<file path="config.mk">
export PLATFORM = sky130hd
export DESIGN_NAME = mul_share_arb
export DESIGN_NICKNAME = d
export VERILOG_FILES = /design/src/rtl/mul_share_arb.sv
export SDC_FILE = /design/constraint.sdc
export NUM_CORES = 1
export LEC_CHECK = 0
export ABC_AREA = 1
export CAP_MARGIN = 20
export CORE_UTILIZATION = 55
export DETAILED_ROUTE_END_ITERATION = 10
export HOLD_SLACK_MARGIN = 0.06
export PLACE_DENSITY = 0.79
export SKIP_CTS_REPAIR_TIMING = 1
export SYNTH_ARGS = -nofsm -noshare
export SYNTH_HDL_FRONTEND = slang
export SYNTH_SLANG_ARGS = --single-unit
</file>
<file path="constraint.sdc">
create_clock -name clk -period 6.2 [get_ports clk]
set_input_delay 1.24 -clock clk [delete_from_list [all_inputs] [get_ports clk]]
set_output_delay 1.24 -clock clk [all_outputs]
set_load 0.05 [all_outputs]
</file>
<file path="src/rtl/mul_share_arb.sv">
// rtl/mul_share_arb.sv - round-robin sharing of one 16x16 signed multiplier among NREQ requesters
// Optional macro MUL_SHARE_ARB_STATS_EN enables the saturating completed-operation counter.

module mul_share_arb #(
  parameter int NREQ = 4,
  parameter int IDW  = 2
) (
  input  logic               clk,
  input  logic               rst_n,
  input  logic [NREQ-1:0]    req_valid,
  output logic [NREQ-1:0]    req_ready,
  input  logic [16*NREQ-1:0] req_a,
  input  logic [16*NREQ-1:0] req_b,
  output logic               rsp_valid,
  input  logic               rsp_ready,
  output logic [IDW-1:0]     rsp_id,
  output logic [31:0]        rsp_product,
  output logic               busy,
  output logic [15:0]        ops_count
);

  typedef enum logic [1:0] {IDLE, CALC, RESP} state_t;

  state_t             state, next_state;
  logic [IDW-1:0]     rr_ptr, grant_id, scan_id, id_q;
  logic               grant_any, rsp_done;
  logic signed [15:0] op_a, op_b, sel_a, sel_b;
  logic signed [31:0] product;

  // The shared combinational multiplier; only op_a/op_b ever reach it.
  function automatic logic signed [31:0] mul_tc_16_16(input logic signed [15:0] a,
                                                      input logic signed [15:0] b);
    return a * b;
  endfunction

  assign product = mul_tc_16_16(op_a, op_b);

  // Round-robin search starting at rr_ptr, wrapping modulo NREQ.
  always_comb begin
    grant_any = 1'b0;
    grant_id  = '0;
    scan_id   = '0;
    for (int k = 0; k < NREQ; k++) begin
      scan_id = (int'(rr_ptr) + k >= NREQ) ? IDW'(int'(rr_ptr) + k - NREQ)
                                           : IDW'(int'(rr_ptr) + k);
      if (!grant_any && req_valid[scan_id]) begin
        grant_any = 1'b1;
        grant_id  = scan_id;
      end
    end
  end

  always_comb begin
    sel_a = '0;
    sel_b = '0;
    for (int j = 0; j < NREQ; j++) begin
      if (grant_id == IDW'(j)) begin
        sel_a = req_a[16*j +: 16];
        sel_b = req_b[16*j +: 16];
      end
    end
  end

  // Gated by rst_n so no grant is advertised while the block is held in reset.
  always_comb begin
    req_ready = '0;
    if (rst_n && state == IDLE && grant_any) req_ready[grant_id] = 1'b1;
  end

  assign rsp_done = rsp_valid && rsp_ready;
  assign busy     = (state != IDLE);

  always_ff @(posedge clk or negedge rst_n) begin
    if (!rst_n) state <= IDLE;
    else        state <= next_state;
  end

  always_comb begin
    next_state = state;
    case (state)
      IDLE:    if (grant_any) next_state = CALC;
      CALC:    next_state = RESP;
      RESP:    if (rsp_ready) next_state = IDLE;
      default: next_state = IDLE;
    endcase
  end

  always_ff @(posedge clk or negedge rst_n) begin
    if (!rst_n) begin
      rr_ptr      <= '0;
      op_a        <= '0;
      op_b        <= '0;
      id_q        <= '0;
      rsp_valid   <= 1'b0;
      rsp_id      <= '0;
      rsp_product <= '0;
    end else begin
      if (state == IDLE && grant_any) begin
        op_a   <= sel_a;
        op_b   <= sel_b;
        id_q   <= grant_id;
        rr_ptr <= (grant_id == IDW'(NREQ - 1)) ? '0 : grant_id + 1'b1;
      end
      if (state == CALC) begin
        rsp_product <= product;
        rsp_id      <= id_q;
        rsp_valid   <= 1'b1;
      end else if (rsp_done) begin
        rsp_valid <= 1'b0;
      end
    end
  end

`ifdef MUL_SHARE_ARB_STATS_EN
  logic [15:0] ops_q;

  always_ff @(posedge clk or negedge rst_n) begin
    if (!rst_n)                             ops_q <= '0;
    else if (rsp_done && ops_q != 16'hFFFF) ops_q <= ops_q + 16'd1;
  end

  assign ops_count = ops_q;
`else
  assign ops_count = 16'h0000;
`endif

endmodule

</file>
==> results.ini <==
[synthesis]
syn_inst=2055
syn_area_sq_um=14880
synth_cell_types=33
synth_seq_cells=73
ys_warn_count=0
seq_area_frac_synth_pct=12.28
synth_area_per_cell_sq_um=7.240

[final_layout]
area_growth_pct=15.01
fill_cells=2301
multi_input_area_sq_um=10630
drive_gt1_share_pct=3.131
regArea_sq_um=1838
most-common-layout-cells=nand2_1 (629), inv_1 (516), fa_1 (261)
antenna_cells=0
final_cell_area_sq_um=17110
fin_nets=2650
fin_cells=2507
layout_commonest_cell=nand2_1

[timing]
final.setup.tns_ns=0
period_share_pct=95.28
maxSlewHeadroom_pct=49.18
min_period_ns=5.908
tightest_slew_ns=0.7623
skew_ns=0.008357
setup_ws_ns=0.2924
setup_viol=0
maxSlewViolCount=0
hold_violations=0
fmax_ghz=0.1693

[global_route]
grt_max_degree=66
use_met3_pct=3.683
antenna_found_initial=0
grt_pass1_wl_um=66980
gr-usage-all-layers_pct=30.61
grt_most_used_layer=met2
grt_pass1_vias=13735
met2_usage_pct=53.82
grt_overflow_total=0
use_met1_pct=38.67

[cts]
cts_tree=yes
clkLatencyLatePin_ns=0.35
cts.clk_slew.worst_paths_ns=0.07
clockBufferDepth=2
cts_inserted_buffers=9
clkSinkCount=73
cts_max_level=3
clockRootBuffer=clkbuf_16

[placed_design]
preCtsSetupSlack_ns=-0.07733
numPortBuffers=174
finalWeightedCongestion=0.9231
dp_hpwl_um=32360
dp.cells=2488
place_area_sq_um=16790

[min_path]
whs_path_depth=2
hp-class=reg2reg

[critical_path]
required_ns=6.44
start_kind=register
r2r_cells=20
critPathSlowestCell=dfrtp_1
critPathKind=reg2reg
crit_cells=20
crit_path_end_kind=register
cp_cell_sequence=nand2_1 > inv_1 > fa_1 > fa_1 > inv_1 > fa_1 > inv_1 > fa_1 > fa_1 > inv_1 > fa_1 > inv_1 > ha_1 > a21oi_1 > o21ai_0 > nor2_1 > nand3_1 > or2_2 > nand3_1 > nand2_1
max_stage_delay_ns=0.83
crit_buf_inv=5
cp_top_family=adder cells
cp_max_fo=16
worstPathArrival_ns=6.15
crit_top_cell=fa_1

[detailed_routing]
first_pass_iters=11
drt_iter0_markers=944
via_per_inst=5.252
vias=13168
wl_per_cell_um=15.96
antenna_left=0
drc_errors=2
drt-total-wl_um=40010

[run_status]
violations=DRC
status=finished with violations

[floorplan]
dieArea_sq_um=27710
start_util_pct=56.61
io_pins=191
rows=59
core-area_sq_um=26280
fp.dieH_um=166.5
die_w_um=166.5

[flow_run]
maxCapViolations=0

synthesized netlist by cell type:
master | instances | area (sq um)
a21oi_1 | 59 | 295.3
inv_2 | 1 | 3.750
o21a_1 | 3 | 22.52
nor3_1 | 11 | 55.05
xnor2_1 | 9 | 78.83
inv_4 | 1 | 6.260
nand4_1 | 13 | 81.33
ha_1 | 86 | 1076
clkbuf_1 | 92 | 345.3
inv_1 | 516 | 1937
o21bai_1 | 5 | 37.54
o211ai_1 | 1 | 7.510
nor2_1 | 57 | 214.0
nand3_1 | 87 | 435.4
and3_1 | 1 | 6.260
buf_6 | 2 | 22.52
o31ai_1 | 1 | 7.510
o21ai_1 | 5 | 25.02
nand2_1 | 629 | 2361
xor2_1 | 3 | 26.28
o21ai_0 | 102 | 510.5
conb_1 | 1 | 3.750
nor2_2 | 1 | 6.260
or2_2 | 2 | 12.51
fa_1 | 262 | 5245
nand3b_1 | 3 | 22.52
buf_2 | 3 | 15.01
xor2_2 | 1 | 16.27
a21o_1 | 2 | 15.01
nand2_2 | 1 | 6.260
dfrtp_1 | 73 | 1827
buf_4 | 19 | 142.6
buf_1 | 3 | 11.26
area by class of cell:
type | count | area share, %
Clock buffer | 10 | 1.338
Tap cell | 335 | 2.450
Inverter | 518 | 11.38
Timing Repair Buffer | 205 | 11.71
Multi-Input combinational cell | 1360 | 62.13
Clock inverter | 6 | 0.2486
Sequential cell | 73 | 10.74
worst paths after layout:
| check | startpoint | slack (ns) | to |
|---|---|---|---|
| setup / recovery | op_a[13] | 0.29 | rsp_product[20] |
| hold reg to reg | rsp_product[25] | 0.48 | rsp_product[25] |
| min in group asynchronous | rst_n | 0.81 | rsp_product[9] |
| setup reg to reg | op_a[13] | 0.29 | rsp_product[20] |
| max in group asynchronous | rst_n | 4.36 | op_a[15] |
| hold / removal | rsp_product[25] | 0.48 | rsp_product[25] |
kinds of logic (layout without fill, tap and decap cells):
logic type | Yosys count | after routing | share of synthesized area (%)
and+or+nand+nor | 805 | 805 | 21.51
buffers and inverters | 637 | 739 | 16.69
adders and majority gates | 348 | 348 | 42.49
AOI/OAI and AO/OA | 178 | 178 | 6.190
DFF | 73 | 73 | 12.28
xor gates and xnor gates | 13 | 13 | 0.8158
other | 1 | 16 | 0.02520
routing by layer:
layer | share of wire (%) | wire (um) | up-vias
li1 | - | - | 6159
met1 | 40 | 15910 | 6403
met2 | 50 | 20080 | 495
met3 | 6.7 | 2667 | 111
met4 | 3.4 | 1355 | 0
met5 | 0 | 0 | -
worst min-delay path, stage by stage (launching register included):
cell and delay [ns]:
dfrtp_1 0.34, nand2_1 0.05, nand2_1 0.05
flip-flops by register name, indices dropped and copies added, names as in the netlist:
register,cells
id_q,2
state,2
op_b,16
rsp_id,2
rr_ptr,2
rsp_valid,1
rsp_product,32
op_a,16
through the flow:
step | util [%] | hold WS (ns)
CTS | 64.92 | 0.4804
finish | 65.11 | 0.4772
floorplan | - | 0.4494
global placement | 63.88 | 0.4527
global route | 65.11 | 0.5002
detailed placement | 63.88 | 0.4647
Power is left out: the tool's default activity adds up to more than one toggle a clock period on the data nets, which glitch-free logic cannot reach.
